<file path="config.mk">
export PLATFORM = sky130hd
export DESIGN_NAME = coherence_bus_ctrl
export DESIGN_NICKNAME = d
export VERILOG_FILES = /design/src/rtl/coherence_bus_ctrl.sv
export SDC_FILE = /design/constraint.sdc
export NUM_CORES = 1
export LEC_CHECK = 0
export BUFFER_PORTS_ARGS = -buffer_cell sky130_fd_sc_hd__buf_4
export CAP_MARGIN = 10
export CORE_AREA = 2 2 195 197
export DETAILED_ROUTE_END_ITERATION = 8
export DIE_AREA = 0 0 197 199
export GPL_ROUTABILITY_DRIVEN = 0
export PLACE_DENSITY = 0.32
export SYNTH_ARGS = -nofsm -noshare
export SYNTH_HDL_FRONTEND = slang
export SYNTH_SLANG_ARGS = --single-unit
</file>
<file path="constraint.sdc">
create_clock -name CLK -period 4.7 [get_ports CLK]
set_clock_uncertainty 0.15 [all_clocks]
set_input_delay 0.94 -clock CLK [delete_from_list [all_inputs] [get_ports CLK]]
set_output_delay 0.94 -clock CLK [all_outputs]
set_load 0.01 [all_outputs]
</file>
<file path="src/rtl/coherence_bus_ctrl.sv">
// rtl/coherence_bus_ctrl.sv - shared RAM port sequencer with MSI snoop control for two cores
// Optional ARB_RR_EN: round-robin tie-break between cores; otherwise core0 always wins ties.
module coherence_bus_ctrl #(
   parameter int CPUS = 2,
   parameter int AW   = 32
) (
   input  logic                    CLK,
   input  logic                    RST,
   input  logic [CPUS-1:0]         iREN,
   input  logic [CPUS-1:0][AW-1:0] iaddr,
   output logic [CPUS-1:0]         iwait,
   output logic [CPUS-1:0][AW-1:0] iload,
   input  logic [CPUS-1:0]         dREN,
   input  logic [CPUS-1:0]         dWEN,
   input  logic [CPUS-1:0][AW-1:0] daddr,
   input  logic [CPUS-1:0][AW-1:0] dstore,
   output logic [CPUS-1:0]         dwait,
   output logic [CPUS-1:0][AW-1:0] dload,
   input  logic [CPUS-1:0]         cctrans,
   input  logic [CPUS-1:0]         ccwrite,
   output logic [CPUS-1:0]         ccwait,
   output logic [CPUS-1:0]         ccinv,
   output logic [CPUS-1:0][AW-1:0] ccsnoopaddr,
   output logic                    ramREN,
   output logic                    ramWEN,
   output logic [AW-1:0]           ramaddr,
   output logic [AW-1:0]           ramstore,
   input  logic [AW-1:0]           ramload,
   input  logic                    ramready
);

   typedef enum logic [2:0] {
      S_IDLE, S_WB, S_SNOOP, S_RESP, S_MEM, S_C2C, S_IFETCH
   } state_t;

   state_t state_q, state_d;
   logic   req_q, req_d;
   logic   word_q, word_d;
   logic   resp_q, resp_d;
   logic   oth;
   logic   abort;
   logic   tie_pick;
   logic   win;
   logic [CPUS-1:0] wb_v, coh_v, sel_v;

   assign oth   = ~req_q;
   assign abort = ~(dREN[req_q] & cctrans[req_q]);

   // Flush writes (dWEN with cctrans) ride the plain writeback path.
   assign wb_v  = dWEN;
   assign coh_v = cctrans & dREN & ~dWEN;
   assign sel_v = (|wb_v) ? wb_v : ((|coh_v) ? coh_v : iREN);

`ifdef ARB_RR_EN
   logic last_q, last_d;
   assign tie_pick = ~last_q;
`else
   assign tie_pick = 1'b0;
`endif

   assign win = (sel_v == 2'b11) ? tie_pick : sel_v[1];

   always_ff @(posedge CLK) begin
      if (RST) begin
         state_q <= S_IDLE;
         req_q   <= 1'b0;
         word_q  <= 1'b0;
         resp_q  <= 1'b0;
`ifdef ARB_RR_EN
         last_q  <= 1'b1;
`endif
      end else begin
         state_q <= state_d;
         req_q   <= req_d;
         word_q  <= word_d;
         resp_q  <= resp_d;
`ifdef ARB_RR_EN
         last_q  <= last_d;
`endif
      end
   end

   always_comb begin
      state_d = state_q;
      req_d   = req_q;
      word_d  = word_q;
      resp_d  = resp_q;
`ifdef ARB_RR_EN
      last_d  = last_q;
`endif
      case (state_q)
         S_IDLE: begin
            word_d = 1'b0;
            resp_d = 1'b0;
            if (|sel_v) begin
               req_d = win;
`ifdef ARB_RR_EN
               last_d = win;
`endif
               if (|wb_v)       state_d = S_WB;
               else if (|coh_v) state_d = S_SNOOP;
               else             state_d = S_IFETCH;
            end
         end
         S_WB, S_IFETCH: if (ramready) state_d = S_IDLE;
         S_SNOOP: state_d = S_RESP;
         // The snooped cache needs one cycle to match before its dirty flag is valid.
         S_RESP: begin
            if (!resp_q) resp_d  = 1'b1;
            else         state_d = ccwrite[oth] ? S_C2C : S_MEM;
         end
         S_MEM: begin
            if (abort) state_d = S_IDLE;
            else if (ramready) begin
               word_d = 1'b1;
               if (word_q) state_d = S_IDLE;
            end
         end
         S_C2C: begin
            if (ramready) begin
               word_d = 1'b1;
               if (word_q) state_d = S_IDLE;
            end
         end
         default: state_d = S_IDLE;
      endcase
   end

   always_comb begin
      iwait       = '1;
      iload       = '0;
      dwait       = '1;
      dload       = '0;
      ccwait      = '0;
      ccinv       = '0;
      ccsnoopaddr = '0;
      ramREN      = 1'b0;
      ramWEN      = 1'b0;
      ramaddr     = '0;
      ramstore    = '0;
      if (!RST) begin
         case (state_q)
            S_WB: begin
               ramWEN       = 1'b1;
               ramaddr      = daddr[req_q];
               ramstore     = dstore[req_q];
               dwait[req_q] = ~ramready;
            end
            S_SNOOP, S_RESP: begin
               ccwait[oth]      = 1'b1;
               ccsnoopaddr[oth] = daddr[req_q];
               ccinv[oth]       = ccwrite[req_q];
            end
            S_MEM: begin
               ccwait[oth]      = 1'b1;
               ccsnoopaddr[oth] = daddr[req_q];
               if (!abort) begin
                  ramREN       = 1'b1;
                  ramaddr      = daddr[req_q];
                  dload[req_q] = ramload;
                  dwait[req_q] = ~ramready;
               end
            end
            S_C2C: begin
               ccwait[oth]      = 1'b1;
               ccsnoopaddr[oth] = daddr[req_q];
               ramWEN           = 1'b1;
               ramaddr          = daddr[oth];
               ramstore         = dstore[oth];
               dload[req_q]     = dstore[oth];
               dwait[req_q]     = ~ramready;
               dwait[oth]       = ~ramready;
            end
            S_IFETCH: begin
               ramREN       = 1'b1;
               ramaddr      = iaddr[req_q];
               iload[req_q] = ramload;
               iwait[req_q] = ~ramready;
            end
            default: ;
         endcase
      end
   end

endmodule

</file>
==> flow_metrics.env, run 1 <==
export IMPL_status="completed"
export IMPL_cts_buffers=3
export IMPL_dp_cells=1591
export IMPL_switching_power_uw=511
export IMPL_max_freq_ghz=0.250
export IMPL_fill_cells=4186
export IMPL_grt_pass1_wl_um=53200
export IMPL_period_needed_ns=4.00
export IMPL_worst_slew_pin_slew_ns=1.10
export IMPL_power_per_cell_area_nw_per_um2=120
export IMPL_clkPwrFrac_pct=14.0
export IMPL_r2r_start="state_q[1]"
export IMPL_initial_core_util_pct=11.9
export IMPL_cts_tree="built"
export IMPL_clk_latency_ns=0.24
export IMPL_synth_area_leader_cell="and2_1"
export IMPL_antenna_left=0
export IMPL_hp_class="reg2reg"
export IMPL_grt_pass1_vias=7509
export IMPL_avgRoutedWirePerCell_um=23.9
export IMPL_final_period_utilization_pct=85.0
export IMPL_syn_nets=909
export IMPL_die_height_um=199
export IMPL_cap_violations=0
export IMPL_drtIter0Drc=439
export IMPL_firstDrtPassIters=7
export IMPL_fin_ws_ns=0.704
export IMPL_leakage_uw=0.00382
export IMPL_h_tree_depth=1
export IMPL_cp_data_arrival_time_ns=2.91
export IMPL_synthTopCellsByCount="129 x and2_1, 84 x a221oi_1, 84 x nor2_1, 78 x a22oi_1, 44 x buf_2"
export IMPL_layout_nets=1359
export IMPL_hpwl_um=30400
export IMPL_pre_cts_slack_ns=0.673
export IMPL_ir_drop_v=0.0000943
export IMPL_wl_um=38100
export IMPL_synth_top_area_share_pct=18.3
export IMPL_slew_violations=0
export IMPL_syn_area_sq_um=4410
export IMPL_io_pins=503
export IMPL_rows=71
export IMPL_start_kind="input port"
export IMPL_p_sw_share_pct=48.6
export IMPL_globalRouteTotalUtil_pct=18.2
export IMPL_grt_start_max_net_pins=66
export IMPL_coreArea_sq_um=37100
export IMPL_crit_type="in2out"
export IMPL_clock_sinks=6
export IMPL_seq_power_share_pct=7.1
export IMPL_crit_start="dREN[1]"
export IMPL_postSynthRegisterBits=6
export IMPL_finalHoldViolCount=0
export IMPL_endpoint_kind="output pin"
export IMPL_synth_main_ff_cell="dfxtp_1"
export IMPL_fin_tns_setup_ns=0
export IMPL_rsz0062_at_grt="no"
export IMPL_postCtsSetupBuffers=0
export IMPL_relSlewSlack_pct=26.7
export IMPL_crit_fanout=19
export IMPL_finalSetupViolations=0
export IMPL_vias=7543
export IMPL_root_buffer="clkbuf_16"
export IMPL_final_layout_size_suffix_gt1_share_pct=49.6
export IMPL_die_w_um=197
export IMPL_synth_distinct_cells=56
export IMPL_drc_errors=0
export IMPL_die_area_sq_um=39200
export IMPL_yosysMostFrequentCell="and2_1"
export IMPL_antenna_found_initial=2
export IMPL_syn_avg_cell_area_sq_um=6.57
export IMPL_via_per_inst=4.73
export IMPL_portBuffers=502
export IMPL_syn_inst=672
export IMPL_ctsResizeCount=0
export IMPL_synth_seq_area_share_pct=2.72
export IMPL_clk_pin_slew_ns=0.04
export IMPL_worstPathRequired_ns=3.61
export IMPL_overflow=0
export IMPL_fin_cells=1596
export IMPL_internal_power_uw=541
export IMPL_ys_warn_count=0
export IMPL_syn_to_final_growth_pct=98.0
export IMPL_hold_ws_ns=0.332
export IMPL_synth_edf_count=0
export IMPL_cts_path_max_buffers=2
export IMPL_min_from="word_q"
export IMPL_combPwrFrac_pct=78.9
export IMPL_rrSetupSlack_ns=2.23
export IMPL_async_flop_share_pct=0
export IMPL_final_util_pct=23.5
export IMPL_ys_top_cells_by_area="and2_1 18%, a221oi_1 17%, a22oi_1 13%"
export IMPL_hold_buffers=0
## through the flow
stage	total power, uW	instance area [sq um]
6_report	1050	8730
5_1_grt	1130	8730
4_1_cts	1070	8730
3_5_place_dp	918	8650
3_3_place_gp	918	8650
2_1_floorplan	468	4410
## critical path, cell delays in order
cell and delay (ns):
buf_4 0.10, nand4b_1 0.16, a211oi_4 0.96, o21ba_4 0.39, a221o_1 0.22, buf_4 0.13
## layout by cell type, fill, tap and decap left out, types with 3 or more instances in the layout
cell / n
clkbuf_16: 3
and2_1: 129
nor2_1: 82
nor3_4: 4
nand2_1: 25
inv_1: 6
a22oi_1: 78
a221o_1: 13
a221oi_1: 84
nand2b_1: 5
mux2i_1: 19
dfxtp_1: 5
nor3_1: 34
o21ai_0: 5
a21oi_1: 23
and4_1: 3
buf_4: 529
o211ai_1: 3
o2bb2ai_1: 19
## per-layer routing
metal | share of wire [%] | track usage [%]
met5 | 0.032 | 0
met4 | 2.4 | 3.98
met3 | 7.7 | 4.05
met2 | 52 | 35.1
met1 | 38 | 20.2
## sequential cells by signal (all words and copies together) (netlist names)
signal,cells
req_q,1
resp_q,1
state_q,3
word_q,1
## final timing paths
kind                 endpoint  cells after the start
setup / recovery  ramaddr[16]                      6
setup reg to reg   state_q[2]                      6
hold / removal         word_q                      2
hold reg to reg        word_q                      2
## kinds of logic (layout without fill, tap and decap cells)
group | Yosys count | in the layout | synth area share (%)
and+or+nand+nor | 305 | 305 | 37.4
xor gates and xnor gates | 1 | 1 | 0.199
other | 0 | 1 | 0
DFF | 6 | 6 | 2.72
AOI/OAI and AO/OA | 248 | 248 | 45.4
buffers and inverters | 93 | 542 | 9.93
muxes | 19 | 19 | 4.31
## power groups by stage
stage	registers, uW	logic, uW	clock network, uW
floorplan	61.3	407	0
global placement	75.5	843	0
detailed placement	75.6	842	0
CTS	74.7	845	149
global route	76.8	900	152
finish	74.7	830	148
## area by class of cell
class	instances	area, sq um	share of cell area (%)
Antenna cell	1	2.50	0.0286
Sequential cell	6	124	1.42
Timing Repair Buffer	530	3990	45.7
Clock buffer	4	78.8	0.902
Tap cell	474	593	6.79
Multi-Input combinational cell	573	3920	44.8
Inverter	8	30.0	0.344
Power figures use the tool's default switching activity.
==> run 2: changes to the inputs <==
--- a/config.mk
+++ b/config.mk
@@ -6,7 +6,6 @@
 export NUM_CORES = 1
 export LEC_CHECK = 0
 export BUFFER_PORTS_ARGS = -buffer_cell sky130_fd_sc_hd__buf_4
-export CAP_MARGIN = 10
 export CORE_AREA = 2 2 195 197
 export DETAILED_ROUTE_END_ITERATION = 8
 export DIE_AREA = 0 0 197 199
==> constraint.sdc (replaced) <==
create_clock -name CLK -period 4.7 [get_ports CLK]
set_clock_uncertainty 0.15 [all_clocks]
set_input_delay 0.705 -clock CLK [delete_from_list [all_inputs] [get_ports CLK]]
set_output_delay 0.705 -clock CLK [all_outputs]
set_load 0.01 [all_outputs]
==> flow_metrics.env, run 2 (same netlist as run 1, synthesis figures left out) <==
export IMPL_worst_slew_pin_slew_ns=1.09
export IMPL_crit_type="reg2out"
export IMPL_cts_tree="built"
export IMPL_h_tree_depth=1
export IMPL_postCtsSetupBuffers=0
export IMPL_grt_pass1_vias=7444
export IMPL_fin_cells=1593
export IMPL_rsz0062_at_grt="no"
export IMPL_layout_commonest_cell="buf_4"
export IMPL_grt_pass1_wl_um=52500
export IMPL_ctsResizeCount=0
export IMPL_hp_class="reg2reg"
export IMPL_r2r_cells=5
export IMPL_ir_drop_v=0.000102
export IMPL_endpoint_kind="output pin"
export IMPL_leakage_uw=0.00381
export IMPL_avgRoutedWirePerCell_um=23.6
export IMPL_worstPathRequired_ns=3.85
export IMPL_firstDrtPassIters=5
export IMPL_final_util_pct=23.5
export IMPL_layout_common_cells="526 x buf_4, 129 x and2_1, 84 x a221oi_1, 82 x nor2_1, 78 x a22oi_1"
export IMPL_hold_ws_ns=0.354
export IMPL_cp_data_arrival_time_ns=3.06
export IMPL_syn_to_final_growth_pct=97.5
export IMPL_initial_core_util_pct=11.9
export IMPL_place_area_sq_um=8630
export IMPL_antenna_left=0
export IMPL_hold_buffers=0
export IMPL_grt_start_max_net_pins=38
export IMPL_coreArea_sq_um=37100
export IMPL_finalSetupViolations=0
export IMPL_clk_latency_ns=0.24
export IMPL_wl_um=37600
export IMPL_globalRouteTotalUtil_pct=17.9
export IMPL_drc_errors=0
export IMPL_relSlewSlack_pct=27.2
export IMPL_start_kind="flop"
export IMPL_rows=71
export IMPL_largest_register_ffs=3
export IMPL_antenna_found_initial=2
export IMPL_period_needed_ns=3.91
export IMPL_cap_violations=0
export IMPL_largest_register="state_q"
export IMPL_die_w_um=197
export IMPL_status="completed"
export IMPL_clk_pin_slew_ns=0.04
export IMPL_overflow=0
export IMPL_hpwl_um=30200
export IMPL_finalHoldViolCount=0
export IMPL_cts_buffers=3
export IMPL_root_buffer="clkbuf_16"
export IMPL_max_freq_ghz=0.256
export IMPL_drtIter0Drc=396
export IMPL_dp_cells=1588
export IMPL_die_height_um=199
export IMPL_vias=7546
export IMPL_slew_violations=0
export IMPL_power_per_cell_area_nw_per_um2=120
export IMPL_fill_cells=4277
export IMPL_die_area_sq_um=39200
export IMPL_fin_tns_setup_ns=0
export IMPL_min_delay_path_depth=2
export IMPL_fin_area_sq_um=8710
export IMPL_layout_nets=1356
export IMPL_final_layout_size_suffix_gt1_share_pct=49.5
export IMPL_portBuffers=502
export IMPL_final_period_utilization_pct=83.2
export IMPL_clock_sinks=6
export IMPL_io_pins=503
export IMPL_cts_path_max_buffers=2
export IMPL_crit_fanout=30
export IMPL_via_per_inst=4.74
-- run 2: cell types whose count changed in the layout (fill, tap and decap cells not counted), sizes merged --
cell  before  now
buf      530  527
-- run 2: worst max-delay path, cell delays in order (launching register included) --
cell	delay, ns
dfxtp_1	0.46
nand2b_1	0.47
nor2_4	0.68
buf_4	0.35
a221oi_1	0.10
nor3_1	0.50
buf_4	0.22
-- run 2: layout make-up --
| type | count | area [sq um] | share of cell area, % |
|---|---|---|---|
| Sequential cell | 6 | 124 | 1.42 |
| Inverter | 8 | 30.0 | 0.345 |
| Multi-Input combinational cell | 573 | 3920 | 44.9 |
| Clock buffer | 4 | 78.8 | 0.905 |
| Tap cell | 474 | 593 | 6.81 |
| Timing Repair Buffer | 527 | 3970 | 45.6 |
| Antenna cell | 1 | 2.50 | 0.0287 |
-- run 2: routing by layer --
metal  GRT usage, %  share of wire (%)  wire, um  up-vias
met3           3.78                7.5      2810       27
met4           2.70                1.5       563        2
met5              0              0.043        16        -
met1           20.8                 39     14700     3655
li1               -                  -         -     3477
met2           34.1                 52     19500      385
-- run 2: metrics by stage --
stage / power [uW] / worst slack (ns)
global route: 1130 / 0.599
detailed placement: 913 / 1.01
floorplan: 468 / 2.02
finish: 1050 / 0.788
global placement: 907 / 1.04
CTS: 1060 / 0.751
-- run 2: worst paths after layout --
| kind | endpoint | slack, ns | start |
|---|---|---|---|
| hold reg to reg | word_q | 0.35 | word_q |
| setup / recovery | ramstore[16] | 0.79 | state_q[2] |
| setup reg to reg | state_q[2] | 2.21 | state_q[2] |
| hold / removal | word_q | 0.35 | word_q |
-- run 2: where the power goes --
group	internal, uW	switching [uW]	total [uW]
combinational	365	444	810
clock	113	35.4	149
sequential	57.6	29.5	87.1
total	536	509	1050
==> run 3: changes to the inputs <==
==> constraint.sdc (replaced) <==
create_clock -name CLK -period 4.1 [get_ports CLK]
set_clock_uncertainty 0.15 [all_clocks]
set_input_delay 0.615 -clock CLK [delete_from_list [all_inputs] [get_ports CLK]]
set_output_delay 0.615 -clock CLK [all_outputs]
set_load 0.01 [all_outputs]
==> flow_metrics.env, run 3 (same netlist as run 1, synthesis figures left out) <==
export IMPL_clk_pin_slew_ns=0.03
export IMPL_fin_ws_ns=0.449
export IMPL_finalSetupViolations=0
export IMPL_die_height_um=199
export IMPL_fin_cells=1595
export IMPL_final_layout_size_suffix_gt1_share_pct=49.6
export IMPL_hpwl_um=29900
export IMPL_critPathTopFamily="simple AND/OR/NAND/NOR gates"
export IMPL_final_period_utilization_pct=89.0
export IMPL_fin_area_sq_um=8770
export IMPL_layout_common_cells="526 x buf_4, 129 x and2_1, 84 x a221oi_1, 82 x nor2_1, 78 x a22oi_1"
export IMPL_finalHoldViolCount=0
export IMPL_worstPathRequired_ns=3.34
export IMPL_pre_cts_slack_ns=0.664
export IMPL_crit_path_frequent_cell="buf_4"
export IMPL_largest_register="state_q"
export IMPL_die_area_sq_um=39200
export IMPL_layout_nets=1359
export IMPL_crit_type="reg2out"
export IMPL_cap_violations=0
export IMPL_layout_commonest_cell="buf_4"
export IMPL_worst_slew_pin_slew_ns=0.804
export IMPL_dp_cells=1591
export IMPL_path_buf_inv=3
export IMPL_endpoint_kind="output pin"
export IMPL_cts_buffers=3
export IMPL_max_freq_ghz=0.274
export IMPL_max_stage_delay_ns=0.52
export IMPL_overflow=0
export IMPL_grt_start_max_net_pins=44
export IMPL_avgRoutedWirePerCell_um=22.9
export IMPL_cts_path_max_buffers=2
export IMPL_drc_errors=0
export IMPL_vias=7475
export IMPL_drtIter0Drc=384
export IMPL_hold_buffers=0
export IMPL_leakage_uw=0.00382
export IMPL_start_kind="flop"
export IMPL_coreArea_sq_um=37100
export IMPL_largest_register_ffs=3
export IMPL_rsz0062_at_grt="no"
export IMPL_postCtsSetupBuffers=0
export IMPL_wl_um=36400
export IMPL_antenna_left=0
export IMPL_grt_pass1_wl_um=51000
export IMPL_cp_data_arrival_time_ns=2.89
export IMPL_slew_violations=0
export IMPL_crit_fanout=24
export IMPL_h_tree_depth=1
export IMPL_die_w_um=197
export IMPL_firstDrtPassIters=5
export IMPL_hp_class="reg2reg"
export IMPL_power_per_cell_area_nw_per_um2=135
export IMPL_via_per_inst=4.69
export IMPL_relSlewSlack_pct=46.4
export IMPL_antenna_found_initial=0
export IMPL_clock_sinks=6
export IMPL_globalRouteTotalUtil_pct=17.3
export IMPL_final_util_pct=23.6
export IMPL_grt_pass1_vias=7391
export IMPL_place_area_sq_um=8690
export IMPL_period_needed_ns=3.65
export IMPL_ir_drop_v=0.000101
export IMPL_initial_core_util_pct=11.9
export IMPL_critPathSlowestCell="nor2_4"
export IMPL_n_antenna_cell=0
export IMPL_portBuffers=502
export IMPL_io_pins=503
export IMPL_ctsResizeCount=0
export IMPL_syn_to_final_growth_pct=98.8
export IMPL_root_buffer="clkbuf_16"
export IMPL_cts_tree="built"
export IMPL_status="completed"
export IMPL_fin_tns_setup_ns=0
export IMPL_rows=71
export IMPL_path_cells="buf_4 > nand2b_1 > nor2_4 > buf_4 > a221oi_1 > nor3_1 > buf_4"
export IMPL_clk_latency_ns=0.23
[run 3: changes by cell type in the layout (fill, tap and decap cells not counted)]
cell	delta
buf_12	+3
diode_2	-1
[run 3: final cells by class]
cell class	count	area, sq um
clock buffers	4	78.8
fillers	4222	28400
inverters	8	30.0
multi-input cells	573	3920
flip-flops and latches	6	124
well taps	474	593
repair buffers	530	4030
[run 3: metal layers]
layer	vias to the layer above	part of all wire [%]	track usage, %
li1	3488	-	-
met1	3605	40	20.3
met2	366	53	33.6
met3	16	7.1	3.03
met4	0	0.79	1.75
met5	-	0	0
[run 3: where the power goes]
group,switching (uW),leakage [uW],internal (uW)
clock,33.9,0.0000382,129
sequential,33.9,0.0000498,66.1
combinational,500,0.00374,423
[run 3: through the flow]
step	hold slack [ns]	total power [uW]
after floorplan	0.300	537
after global placement	0.338	1040
after detailed placement	0.343	1040
after CTS	0.351	1210
after global routing	0.389	1280
final	0.351	1190
[run 3: worst reg2reg max path, delay by kind of cell, from the launching register on]
kind | cells | cell delay [ns]
AO/OA/AOI/OAI | 2 | 0.36
buffers and inverters | 2 | 0.54
flip-flops | 1 | 0.47
AND/OR/NAND/NOR | 1 | 0.71
[run 3: path summary, 6_finish.rpt]
kind	slack, ns	end	start	cells past startpoint
worst min-delay path	0.35	resp_q	resp_q	2
worst max-delay path	0.45	ramstore[14]	state_q[0]	7
worst max register to register	1.80	state_q[0]	state_q[1]	5
worst min register to register	0.35	resp_q	resp_q	2
